[config.mk]
export PLATFORM = sky130hd
export DESIGN_NAME = spi_xfer_seq
export DESIGN_NICKNAME = d
export VERILOG_FILES = /design/src/rtl/spi_xfer_seq.sv
export SDC_FILE = /design/constraint.sdc
export NUM_CORES = 1
export LEC_CHECK = 0
export BUFFER_PORTS_ARGS = -buffer_cell sky130_fd_sc_hd__buf_2
export CAP_MARGIN = 20
export CORE_MARGIN = 3
export CORE_UTILIZATION = 60
export CTS_BUF_LIST = sky130_fd_sc_hd__clkbuf_8
export DETAILED_ROUTE_END_ITERATION = 10
export HOLD_SLACK_MARGIN = 0.06
export PLACE_DENSITY_LB_ADDON = 0.25
export SETUP_SLACK_MARGIN = 0.5
export SLEW_MARGIN = 20
export SYNTH_ARGS = -nofsm -noshare
export SYNTH_HDL_FRONTEND = slang
export SYNTH_SLANG_ARGS = --single-unit
[constraint.sdc]
create_clock -name clk -period 5 [get_ports clk]
set_input_delay 0.25 -clock clk [delete_from_list [all_inputs] [get_ports clk]]
set_output_delay 0.25 -clock clk [all_outputs]
set_load 0.02 [all_outputs]
[src/rtl/spi_xfer_seq.sv]
// SPI mode-0 master transfer sequencer: one DATA_W-bit MSB-first full-duplex
// transfer per accepted start, timed by a half-period divider and a bit counter.
module spi_xfer_seq #(
  parameter int unsigned DATA_W = 8,
  parameter int unsigned DIV_W  = 8
) (
  input  logic              clk,
  input  logic              clr_n,
  input  logic              start,
  input  logic [DIV_W-1:0]  div,
  input  logic [DATA_W-1:0] tx_data,
  input  logic              miso,
  output logic              sclk,
  output logic              mosi,
  output logic              cs_n,
  output logic              busy,
  output logic              done,
  output logic [DATA_W-1:0] rx_data
);

  localparam int unsigned BIT_W = (DATA_W > 1) ? $clog2(DATA_W) : 1;

  typedef enum logic [2:0] {
    S_IDLE,
    S_SETUP,
    S_HIGH,
    S_LOW,
    S_HOLD
  } state_t;

  state_t              r_state, w_state_nxt;
  logic [DIV_W-1:0]    r_div, w_div_nxt;
  logic [DIV_W-1:0]    r_cnt, w_cnt_nxt;
  logic [BIT_W-1:0]    r_bit, w_bit_nxt;
  logic [DATA_W-1:0]   r_tx, w_tx_nxt;
  logic [DATA_W-1:0]   r_rx, w_rx_nxt;
  logic [DATA_W-1:0]   r_rx_data, w_rx_data_nxt;
  logic                r_sclk, w_sclk_nxt;
  logic                r_mosi, w_mosi_nxt;
  logic                r_cs_n, w_cs_n_nxt;
  logic                r_busy, w_busy_nxt;
  logic                r_done, w_done_nxt;
  logic                w_tc;

  assign w_tc = (r_cnt == '0);

  // State, counters, shift registers and all outputs are registered here
  always_ff @(posedge clk or negedge clr_n) begin
    if (!clr_n) begin
      r_state   <= S_IDLE;
      r_div     <= '0;
      r_cnt     <= '0;
      r_bit     <= '0;
      r_tx      <= '0;
      r_rx      <= '0;
      r_rx_data <= '0;
      r_sclk    <= 1'b0;
      r_mosi    <= 1'b0;
      r_cs_n    <= 1'b1;
      r_busy    <= 1'b0;
      r_done    <= 1'b0;
    end else begin
      r_state   <= w_state_nxt;
      r_div     <= w_div_nxt;
      r_cnt     <= w_cnt_nxt;
      r_bit     <= w_bit_nxt;
      r_tx      <= w_tx_nxt;
      r_rx      <= w_rx_nxt;
      r_rx_data <= w_rx_data_nxt;
      r_sclk    <= w_sclk_nxt;
      r_mosi    <= w_mosi_nxt;
      r_cs_n    <= w_cs_n_nxt;
      r_busy    <= w_busy_nxt;
      r_done    <= w_done_nxt;
    end
  end

  // Next-state and next-output logic; every non-idle phase ends on divider tc
  always_comb begin
    w_state_nxt   = r_state;
    w_div_nxt     = r_div;
    w_cnt_nxt     = (r_state == S_IDLE) ? r_cnt
                  : (w_tc ? r_div : r_cnt - DIV_W'(1));
    w_bit_nxt     = r_bit;
    w_tx_nxt      = r_tx;
    w_rx_nxt      = r_rx;
    w_rx_data_nxt = r_rx_data;
    w_sclk_nxt    = r_sclk;
    w_mosi_nxt    = r_mosi;
    w_cs_n_nxt    = r_cs_n;
    w_busy_nxt    = r_busy;
    w_done_nxt    = 1'b0;

    case (r_state)
      S_IDLE: begin
        if (start) begin
          w_state_nxt = S_SETUP;
          w_div_nxt   = div;
          w_cnt_nxt   = div;
          w_bit_nxt   = BIT_W'(DATA_W - 1);
          w_tx_nxt    = tx_data;
          w_sclk_nxt  = 1'b0;
          w_mosi_nxt  = tx_data[DATA_W-1];
          w_cs_n_nxt  = 1'b0;
          w_busy_nxt  = 1'b1;
        end
      end
      S_SETUP, S_LOW: begin
        if (w_tc) begin
          w_state_nxt = S_HIGH;
          w_sclk_nxt  = 1'b1;
          w_rx_nxt    = {r_rx[DATA_W-2:0], miso};
        end
      end
      S_HIGH: begin
        if (w_tc) begin
          w_sclk_nxt = 1'b0;
          if (r_bit != '0) begin
            w_state_nxt = S_LOW;
            w_bit_nxt   = r_bit - BIT_W'(1);
            w_tx_nxt    = {r_tx[DATA_W-2:0], 1'b0};
            w_mosi_nxt  = r_tx[DATA_W-2];
          end else begin
            w_state_nxt = S_HOLD;
          end
        end
      end
      S_HOLD: begin
        if (w_tc) begin
          w_state_nxt   = S_IDLE;
          w_cs_n_nxt    = 1'b1;
          w_busy_nxt    = 1'b0;
          w_done_nxt    = 1'b1;
          w_rx_data_nxt = r_rx;
          w_mosi_nxt    = 1'b0;
        end
      end
      default: begin
        w_state_nxt = S_IDLE;
      end
    endcase
  end

  assign sclk    = r_sclk;
  assign mosi    = r_mosi;
  assign cs_n    = r_cs_n;
  assign busy    = r_busy;
  assign done    = r_done;
  assign rx_data = r_rx_data;

endmodule

Word level (Yosys, flattened, before mapping). Index checks and enable logic that the tools add are counted.

Register bits after elaboration: 50. Logic and storage cells: 70. Output and inout bits: 13.

Muxes and demuxes: 31. Equality and inequality tests: 9. Reductions and logical operators: 16. Add/sub/neg operators: 2.

Operator list (count): two-way mux 8 bit (4); two-way mux 3 bit (8); two-way mux 7 bit (3); one-hot mux 7 bit (2 select lines) (1); one-hot mux 3 bit (4 select lines) (1); AND reduction 4 bit (3); != test 2 bit (second input constant) (5); two-way mux 1 bit (9); nonzero test 3 bit (3); logical NOT 8 bit (1); subtractor 8 x 1 -> 8 bit (second input constant) (1); equality test 3 x 2 -> 1 bit (second input constant) (2); one-hot mux 1 bit (3 select lines) (2); one-hot mux 3 bit (2 select lines) (1); AND reduction 2 bit (3); AND reduction 5 bit (1); one-hot mux 1 bit (2 select lines) (2); nonzero test 2 bit (2); equality test 3 x 1 -> 1 bit (second input constant) (1); equality test 3 bit (second input constant) (1); logical NOT 3 bit (1); AND reduction 3 bit (1); subtractor 3 x 1 -> 3 bit (second input constant) (1); OR reduction 2 bit (1).

Longest topological paths before layout. Gate-level depths: netlist (run 1).

Depth after elaboration: 5. Depth in mapped cells: 7. Mapped depth without buffers: 6.

Least setup slack after synthesis (run 1). OpenSTA, ideal clock, no wires.

Path type: register to register. From: register r_cnt[0]. To: register r_rx_data[0] (netlist: rx_data[0]). Cell stages (with the launch flop): 8. Slack: 3.100 ns. Clock period less this slack: 1.900 ns. Setup time: 0.125 ns. Path buffers: 1. Required time: 4.875 ns. Data arrival time: 1.775 ns. Cells stage by stage: dfrtp_1 -> inv_1 -> ha_1 -> nor3b_2 -> nand2_4 -> nor3b_2 -> buf_4 -> mux2_2.

Cells in the longest elaborated chain, start to end: 2.

Ends and longest elaborated chain: start, declared (RTL line 33) `logic [DIV_W-1:0] r_cnt, w_cnt_nxt;`; start signal, assigned (RTL line 65) `r_cnt <= w_cnt_nxt;`; logical NOT 8 bit (RTL line 45) `assign w_tc = (r_cnt == '0);`; AND reduction 2 bit (no source line); end signal, assigned (RTL line 69) `r_rx_data <= w_rx_data_nxt;`; end, declared (RTL line 37) `logic [DATA_W-1:0] r_rx_data, w_rx_data_nxt;`.

No other way between the ends. A chain may end at the register's enable or synchronous reset.

Final worst setup path (run 1). Same ends and word-level chain as after synthesis.

==> impl_metrics.tcl, run 1 <==
set metrics [dict create \
    clock_latency_ns 0.30 \
    placement_rows 22 \
    synth.area.mux_share_pct 20.4 \
    timing.final.crit_share_pct 51.7 \
    power_per_cell_area_nw_per_um2 451 \
    detail_route.wirelength_mm 4.98 \
    die_area_um2 4890 \
    synth-xor-area-share_pct 1.43 \
    numCtsBuffers 5 \
    drt-pass1-iter-count 4 \
    timing.max_cap.violations 0 \
    fraction_of_the_mapped_netlist_area_in_compound_gates_pct 9.90 \
    final_core_util_pct 72.6 \
    yosysSeqAreaShare_pct 51.1 \
    core_um2 3800 \
    syn_to_final_growth_pct 12.4 \
    chipHeight_um 69.9 \
    detail_route.wl_per_cell_um 17.7 \
    final_weighted_congestion_in_routability_driven_placement 0.815 \
    start_kind "flop" \
    grt_start_max_net_pins 51 \
    holdCritPathClass "in -> reg" \
    netlist-cell-type-count 50 \
    clock-root-buffer "sky130_fd_sc_hd__clkbuf_8" \
    power.static_leakage_uw 0.00132 \
    drt_first_iter_violations 156 \
    worst_slew_margin_rel_pct 46.9 \
    cp_common_cell "sky130_fd_sc_hd__nor3b_2" \
    timing.final.max_slew_violations 0 \
    synthesis.area_per_instance_um2 12.1 \
    grt.overflow.total 0 \
    setup_tns_ns 0 \
    vias_in_the_first_global_route 1796 \
    routed_via_density 6.13 \
    synth_top_family_by_area "multiplexers" \
    drc 0 \
    yosys_register_bits 50 \
    timing.critical_path.max_delay_family "simple AND/OR/NAND/NOR gates" \
    synth_area_leaders "sky130_fd_sc_hd__dfrtp_1 50%, sky130_fd_sc_hd__mux2_2 18%, sky130_fd_sc_hd__mux2i_1 2.4%" \
    outcome "completed" \
    synth_enable_flop_cells 0 \
    buffers_inserted_by_post_cts_timing_repair 0 \
    critPathBufInv 1 \
    crit_type "reg -> reg" \
    worstPathRequired_ns 5.18 \
    final.min_clock_period_ns 2.59 \
    floorplan.die.width_um 69.9 \
    critical-path-max-stage-delay_ns 0.69 \
    synth_area_leader_cell "sky130_fd_sc_hd__dfrtp_1" \
    synthTopCellsByCount "49 x sky130_fd_sc_hd__dfrtp_1, 39 x sky130_fd_sc_hd__mux2_2, 11 x sky130_fd_sc_hd__nand2_1" \
    synth_largest_type_area_fraction_pct 50.0 \
    io_pins 33 \
    synth.yosys.warnings 0 \
    start_util_pct 64.6 \
    rr_worst_depth 6 \
    grt_usage_pct 21.4 \
    numPortBuffers 32 \
    postSynth.asyncResetShare_pct 100 \
    finalSetupViolations 0 \
    grt_antenna_before_repair 0 \
    path_depth 6 \
    clock_slew_at_the_register_clock_pins_of_the_worst_setup_and_hold_paths_ns 0.09 \
    setup_repair_after_global_routing_missed_its_margin "false" \
    critical_path.endpoint_type "flop" \
    vias 1729 \
    hpwl_mm 3.44 \
    area_of_the_mapped_netlist_um2 2450 \
    synth-simple-area-share_pct 12.0 \
    clk_path_buf_depth 2 \
    first_pass_grt_wire_length_mm 8.42 \
    timing.hold.worst_path_depth 2 \
    ys.flop_type "sky130_fd_sc_hd__dfrtp_1" \
    ctsHoldBuffers 0 \
    timing.critical_path.arrival_ns 2.77 \
    max_slew.worst_pin.slew_ns 0.793 \
    max_freq_mhz 387 \
    antenna_cells 0 \
    net_count_final 257 \
    clock-sinks 50 \
    crit_path_cell_trace "inv_1, ha_1, nor3b_2, nand2_4, nor3b_2, mux2_2" \
    antenna_left 0 \
    timing.critical_path.fanout_max 13 \
    finClkSkew_ns 0.00879 \
    critical_path.slowest_cell "sky130_fd_sc_hd__nor3b_2" \
    drive_gt1_share_pct 39.3 \
    cts_tree "yes" \
    yosys.area_share.adder_pct 2.04 \
    synth_fp_nets 226 \
    peakVddDrop_mv 0.301 \
    synth_most_common_cell "sky130_fd_sc_hd__dfrtp_1" \
    h-tree-depth 2 \
    finalHoldViolations 0 \
    syn_inst 202 \
    cts_resized 0 \
]
path summary, 6_finish.rpt:
check / from / endpoint / slack, ns
setup / recovery: r_cnt[0] / rx_data[0] / 2.41
hold / removal: miso / r_rx[0] / 0.19
setup reg to reg: r_cnt[0] / rx_data[0] / 2.41
hold reg to reg: rx_data[1] / rx_data[1] / 0.51
max in group asynchronous: clr_n / r_rx[4] / 4.07
min in group asynchronous: clr_n / sclk / 0.50
kinds of logic after synthesis:
group | Yosys count
fa+ha+maj | 4
xor+xnor | 4
buf+inv | 17
compound gates | 36
simple gates | 46
flops | 50
mux | 45
placed cells by master, fill, tap and decap left out, types with 2 or more instances in the layout:
master | Yosys | layout
sky130_fd_sc_hd__buf_4 | 2 | 2
sky130_fd_sc_hd__mux2i_1 | 6 | 6
sky130_fd_sc_hd__o21ai_0 | 7 | 7
sky130_fd_sc_hd__mux2_2 | 39 | 39
sky130_fd_sc_hd__nor2_1 | 5 | 5
sky130_fd_sc_hd__dfrtp_1 | 49 | 49
sky130_fd_sc_hd__buf_2 | 0 | 31
sky130_fd_sc_hd__nand2b_1 | 2 | 2
sky130_fd_sc_hd__clkbuf_8 | 0 | 6
sky130_fd_sc_hd__xor2_1 | 3 | 3
sky130_fd_sc_hd__a21oi_1 | 9 | 9
sky130_fd_sc_hd__inv_1 | 7 | 8
sky130_fd_sc_hd__nand4_1 | 3 | 3
sky130_fd_sc_hd__o22ai_1 | 2 | 2
sky130_fd_sc_hd__a31oi_1 | 2 | 2
sky130_fd_sc_hd__a211oi_1 | 2 | 2
sky130_fd_sc_hd__o31ai_1 | 2 | 2
sky130_fd_sc_hd__nor3_1 | 3 | 3
sky130_fd_sc_hd__nor3b_2 | 3 | 3
sky130_fd_sc_hd__nor2b_1 | 4 | 4
sky130_fd_sc_hd__ha_1 | 4 | 4
sky130_fd_sc_hd__nand3_1 | 3 | 3
sky130_fd_sc_hd__nand2_1 | 11 | 11
per-stage QoR:
| step | hold slack [ns] | area (um2) | cells | setup WS, ns | total power, uW |
|---|---|---|---|---|---|
| finish | 0.187 | 2760 | 282 | 2.41 | 1240 |
| global route | 0.187 | 2760 | 282 | 2.26 | 1310 |
| CTS | 0.178 | 2740 | 281 | 2.43 | 1240 |
| detailed placement | 0.490 | 2630 | 273 | 2.45 | 951 |
| global placement | 0.479 | 2630 | 273 | 2.64 | 922 |
| floorplan | -0.0456 | 2450 | 202 | 3.10 | 857 |
flip-flops by register name (all words and copies together), names as in the netlist:
signal and flops:
r_state 3, done 1, r_bit 3, r_tx 7, sclk 1, r_rx 8, r_div 8, r_cnt 8
cs_n 1, mosi 1, rx_data 8, busy 1
report_power, final:
part           switching [uW]  internal [uW]  leakage, uW  total [uW]
clock                     129            161    0.0000626         290
combinational             151            172     0.000635         323
sequential                111            517     0.000624         629
total                     391            851      0.00132        1240
layout make-up:
cell class / instances / area (um2)
Sequential cell: 50 / 1250
Fill cell: 269 / 1040
Multi-Input combinational cell: 135 / 1120
Clock buffer: 6 / 82.6
Clock inverter: 2 / 33.8
Timing Repair Buffer: 34 / 180
Tap cell: 48 / 60.1
Inverter: 7 / 26.3
layer usage:
| layer | GRT usage [%] | share of wire, % | up-vias |
|---|---|---|---|
| met5 | 0 | 0 | - |
| met4 | 6.81 | 1.2 | 0 |
| met3 | 5.47 | 5.0 | 8 |
| met2 | 35.2 | 51 | 52 |
| met1 | 27.9 | 43 | 876 |
| li1 | - | - | 793 |
No activity file was read; power rests on OpenSTA's default activity.
==> run 2, diff against run 1 <==
Settings changed: ABC_AREA from default to 1, CORE_UTILIZATION 60 to 54.
Clock period 5 ns to 2.2 ns, I/O delays scaled along.
==> run 2 against run 1 <==
Compared with the run above: synthesized cell count up 53%; final cell count up 48%; wire length up 1.0%; sequential share of layout area down 4.7 points; non-clock buffer count up 22; power up 43%; sequential power up 48%; register-to-register slack worse by 1.8 ns; highest routed layer unchanged.
==> impl_metrics.tcl, run 2 <==
set metrics [dict create \
    rr_worst_depth 9 \
    antenna_cells 0 \
    timing.final.max_slew_violations 0 \
    timing.critical_path.fanout_max 4 \
    power_per_cell_area_nw_per_um2 579 \
    outcome "completed" \
    yosys_register_bits 50 \
    first_pass_grt_wire_length_mm 8.16 \
    clock-sinks 50 \
    final_weighted_congestion_in_routability_driven_placement 0.816 \
    max_freq_mhz 631 \
    drc 0 \
    net_count_final 389 \
    clock_slew_at_the_register_clock_pins_of_the_worst_setup_and_hold_paths_ns 0.09 \
    drive_gt1_share_pct 22.7 \
    fraction_of_the_mapped_netlist_area_in_compound_gates_pct 9.91 \
    synth.yosys.warnings 0 \
    drt-pass1-iter-count 4 \
    power.static_leakage_uw 0.00162 \
    numCtsBuffers 5 \
    cts_tree "yes" \
    synth.area.mux_share_pct 0 \
    timing.critical_path.arrival_ns 1.76 \
    vias_in_the_first_global_route 1830 \
    worst_slew_margin_rel_pct 59.6 \
    antenna_left 0 \
    synth_fp_nets 333 \
    worstPathRequired_ns 2.38 \
    vias 2091 \
    routed_via_density 5.00 \
    synth_area_leaders "sky130_fd_sc_hd__dfrtp_1 48%, sky130_fd_sc_hd__nand2_1 16%, sky130_fd_sc_hd__inv_1 5.6%" \
    detail_route.wl_per_cell_um 12.0 \
    layout.cell_area.non_filler_um2 3070 \
    chipHeight_um 74.6 \
    syn_inst 309 \
    synth-simple-area-share_pct 29.4 \
    clock-root-buffer "sky130_fd_sc_hd__clkbuf_8" \
    synth_enable_flop_cells 0 \
    timing.final.crit_share_pct 72.0 \
    core_um2 4440 \
    final.min_clock_period_ns 1.58 \
    start_kind "flop" \
    grt_start_max_net_pins 51 \
    synth_area_leader_cell "sky130_fd_sc_hd__dfrtp_1" \
    peakVddDrop_mv 0.455 \
    finalSetupViolations 0 \
    placement_rows 24 \
    synth-xor-area-share_pct 0.690 \
    numPortBuffers 32 \
    max_slew.worst_pin.slew_ns 0.606 \
    synth_most_common_cell "sky130_fd_sc_hd__nand2_1" \
    yosys.area_share.adder_pct 1.97 \
    layout_commonest_cell "sky130_fd_sc_hd__nand2_1" \
    crit_path_cell_trace "inv_1, ha_1, nand2_1, nor2_4, buf_4, buf_4, nand2_1, nand3_1, o211ai_1" \
    syn_to_final_growth_pct 21.1 \
    yosysSeqAreaShare_pct 49.4 \
    clock_latency_ns 0.30 \
    start_util_pct 57.1 \
    area_of_the_mapped_netlist_um2 2540 \
    holdCritPathClass "in -> reg" \
    grt_usage_pct 19.1 \
    critical-path-max-stage-delay_ns 0.38 \
    timing.hold.worst_path_depth 5 \
    setup_tns_ns 0 \
    synth_largest_type_area_fraction_pct 48.3 \
    setup_repair_after_global_routing_missed_its_margin "false" \
    critical_path.slowest_cell "sky130_fd_sc_hd__dfrtp_1" \
    die_area_um2 5560 \
    detail_route.wirelength_mm 5.03 \
    floorplan.die.width_um 74.6 \
    commonest_cells_after_routing_fill_and_taps_aside "107 x sky130_fd_sc_hd__nand2_1, 49 x sky130_fd_sc_hd__dfrtp_1, 37 x sky130_fd_sc_hd__inv_1, 32 x sky130_fd_sc_hd__buf_2, 27 x sky130_fd_sc_hd__nand3_1" \
    io_pins 33 \
    crit_type "reg -> reg" \
    h-tree-depth 2 \
    hpwl_mm 3.26 \
    timing.max_cap.violations 0 \
    drt_first_iter_violations 112 \
    synthTopCellsByCount "108 x sky130_fd_sc_hd__nand2_1, 49 x sky130_fd_sc_hd__dfrtp_1, 38 x sky130_fd_sc_hd__inv_1" \
    grt.overflow.total 0 \
    finClkSkew_ns 0.00610 \
    clk_path_buf_depth 2 \
    synth_top_family_by_area "simple AND/OR/NAND/NOR gates" \
    layout.filler_cells 375 \
    ys.flop_type "sky130_fd_sc_hd__dfrtp_1" \
    placement.cell_area_um2 2710 \
    grt_antenna_before_repair 0 \
    netlist-cell-type-count 24 \
    synthesis.area_per_instance_um2 8.21 \
    postSynth.asyncResetShare_pct 100 \
    finalHoldViolations 0 \
    critical_path.endpoint_type "flop" \
]
==> run 2: cell types whose count changed after synthesis, moves of 6 or more <==
cell                      before  now
sky130_fd_sc_hd__inv_1         7   38
sky130_fd_sc_hd__nand2_1      11  108
sky130_fd_sc_hd__nor2_4        0    7
sky130_fd_sc_hd__o21ai_2       0    7
sky130_fd_sc_hd__mux2_2       39    0
sky130_fd_sc_hd__nand3_1       3   27
sky130_fd_sc_hd__mux2i_1       6    0
sky130_fd_sc_hd__o21ai_0       7   21
==> run 2: worst max-delay path: cells and delay by family (launching register included) <==
family                   cells  cell delay (ns)
adder cells (fa/ha/maj)      1             0.16
buffers and inverters        3             0.36
flip-flops                   1             0.38
AO/OA/AOI/OAI                1             0.10
AND/OR/NAND/NOR              4             0.47
==> run 2: what timing repair did <==
| action | CTS | global route |
|---|---|---|
| resized for setup | 1 | 4 |
| endpoints found under the hold margin | 60 | 0 |
| setup buffers | 1 | 11 |
| cloned | 0 | 0 |
| setup endpoints to repair | 17 | 28 |
| hold buffers | 11 | 0 |
| pin swaps | 1 | 4 |
==> run 2: through the flow <==
stage / util [%] / cells / hold WS, ns / setup slack [ns] / power, uW
floorplan: - / 309 / -0.186 / 0.735 / 970
global placement: 60.9 / 387 / 0.254 / 0.500 / 1010
detailed placement: 60.9 / 387 / 0.255 / 0.394 / 1010
CTS: 66.8 / 407 / 0.133 / 0.515 / 1800
global route: 69.1 / 418 / 0.164 / 0.516 / 1850
finish: 69.1 / 418 / 0.137 / 0.616 / 1780
==> run 2: cell type report <==
| type | instances | area [um2] | share of cell area (%) |
|---|---|---|---|
| flip-flops and latches | 50 | 1250 | 40.8 |
| multi-input cells | 210 | 1070 | 34.9 |
| repair buffers | 56 | 380 | 12.4 |
| inverters | 42 | 160 | 5.21 |
| clock buffers | 6 | 82.6 | 2.69 |
| well taps | 52 | 65.1 | 2.12 |
| clock inverters | 2 | 60.1 | 1.95 |
==> run 2: logic make-up (layout without fill, tap and decap cells) <==
logic type                 after synthesis  in the layout
AOI/OAI and AO/OA                       42             42
xor gates and xnor gates                 2              2
adders and majority gates                4              4
buffers and inverters                   49            106
DFF                                     50             50
and+or+nand+nor                        162            162
==> run 2: path summary, 6_finish.rpt <==
| kind | start | end | slack [ns] |
|---|---|---|---|
| setup / recovery | r_cnt[1] | r_cnt[0] | 0.62 |
| hold / removal | tx_data[5] | r_tx[5] | 0.14 |
| setup reg to reg | r_cnt[1] | r_cnt[0] | 0.62 |
| hold reg to reg | busy | busy | 0.47 |
| max in group asynchronous | clr_n | r_rx[0] | 1.36 |
| min in group asynchronous | clr_n | r_div[2] | 0.44 |
==> run 2: per-layer routing <==
metal	vias up	share of wire, %	global-route usage (%)
li1	1074	-	-
met3	4	6.0	4.46
met4	0	0.75	5.34
met1	953	47	26.2
met5	-	0	0
met2	60	47	30.5
==> run 2: power breakdown <==
group / switching [uW] / internal (uW)
combinational: 37.5 / 33.9
clock: 291 / 485
sequential: 3.70 / 930
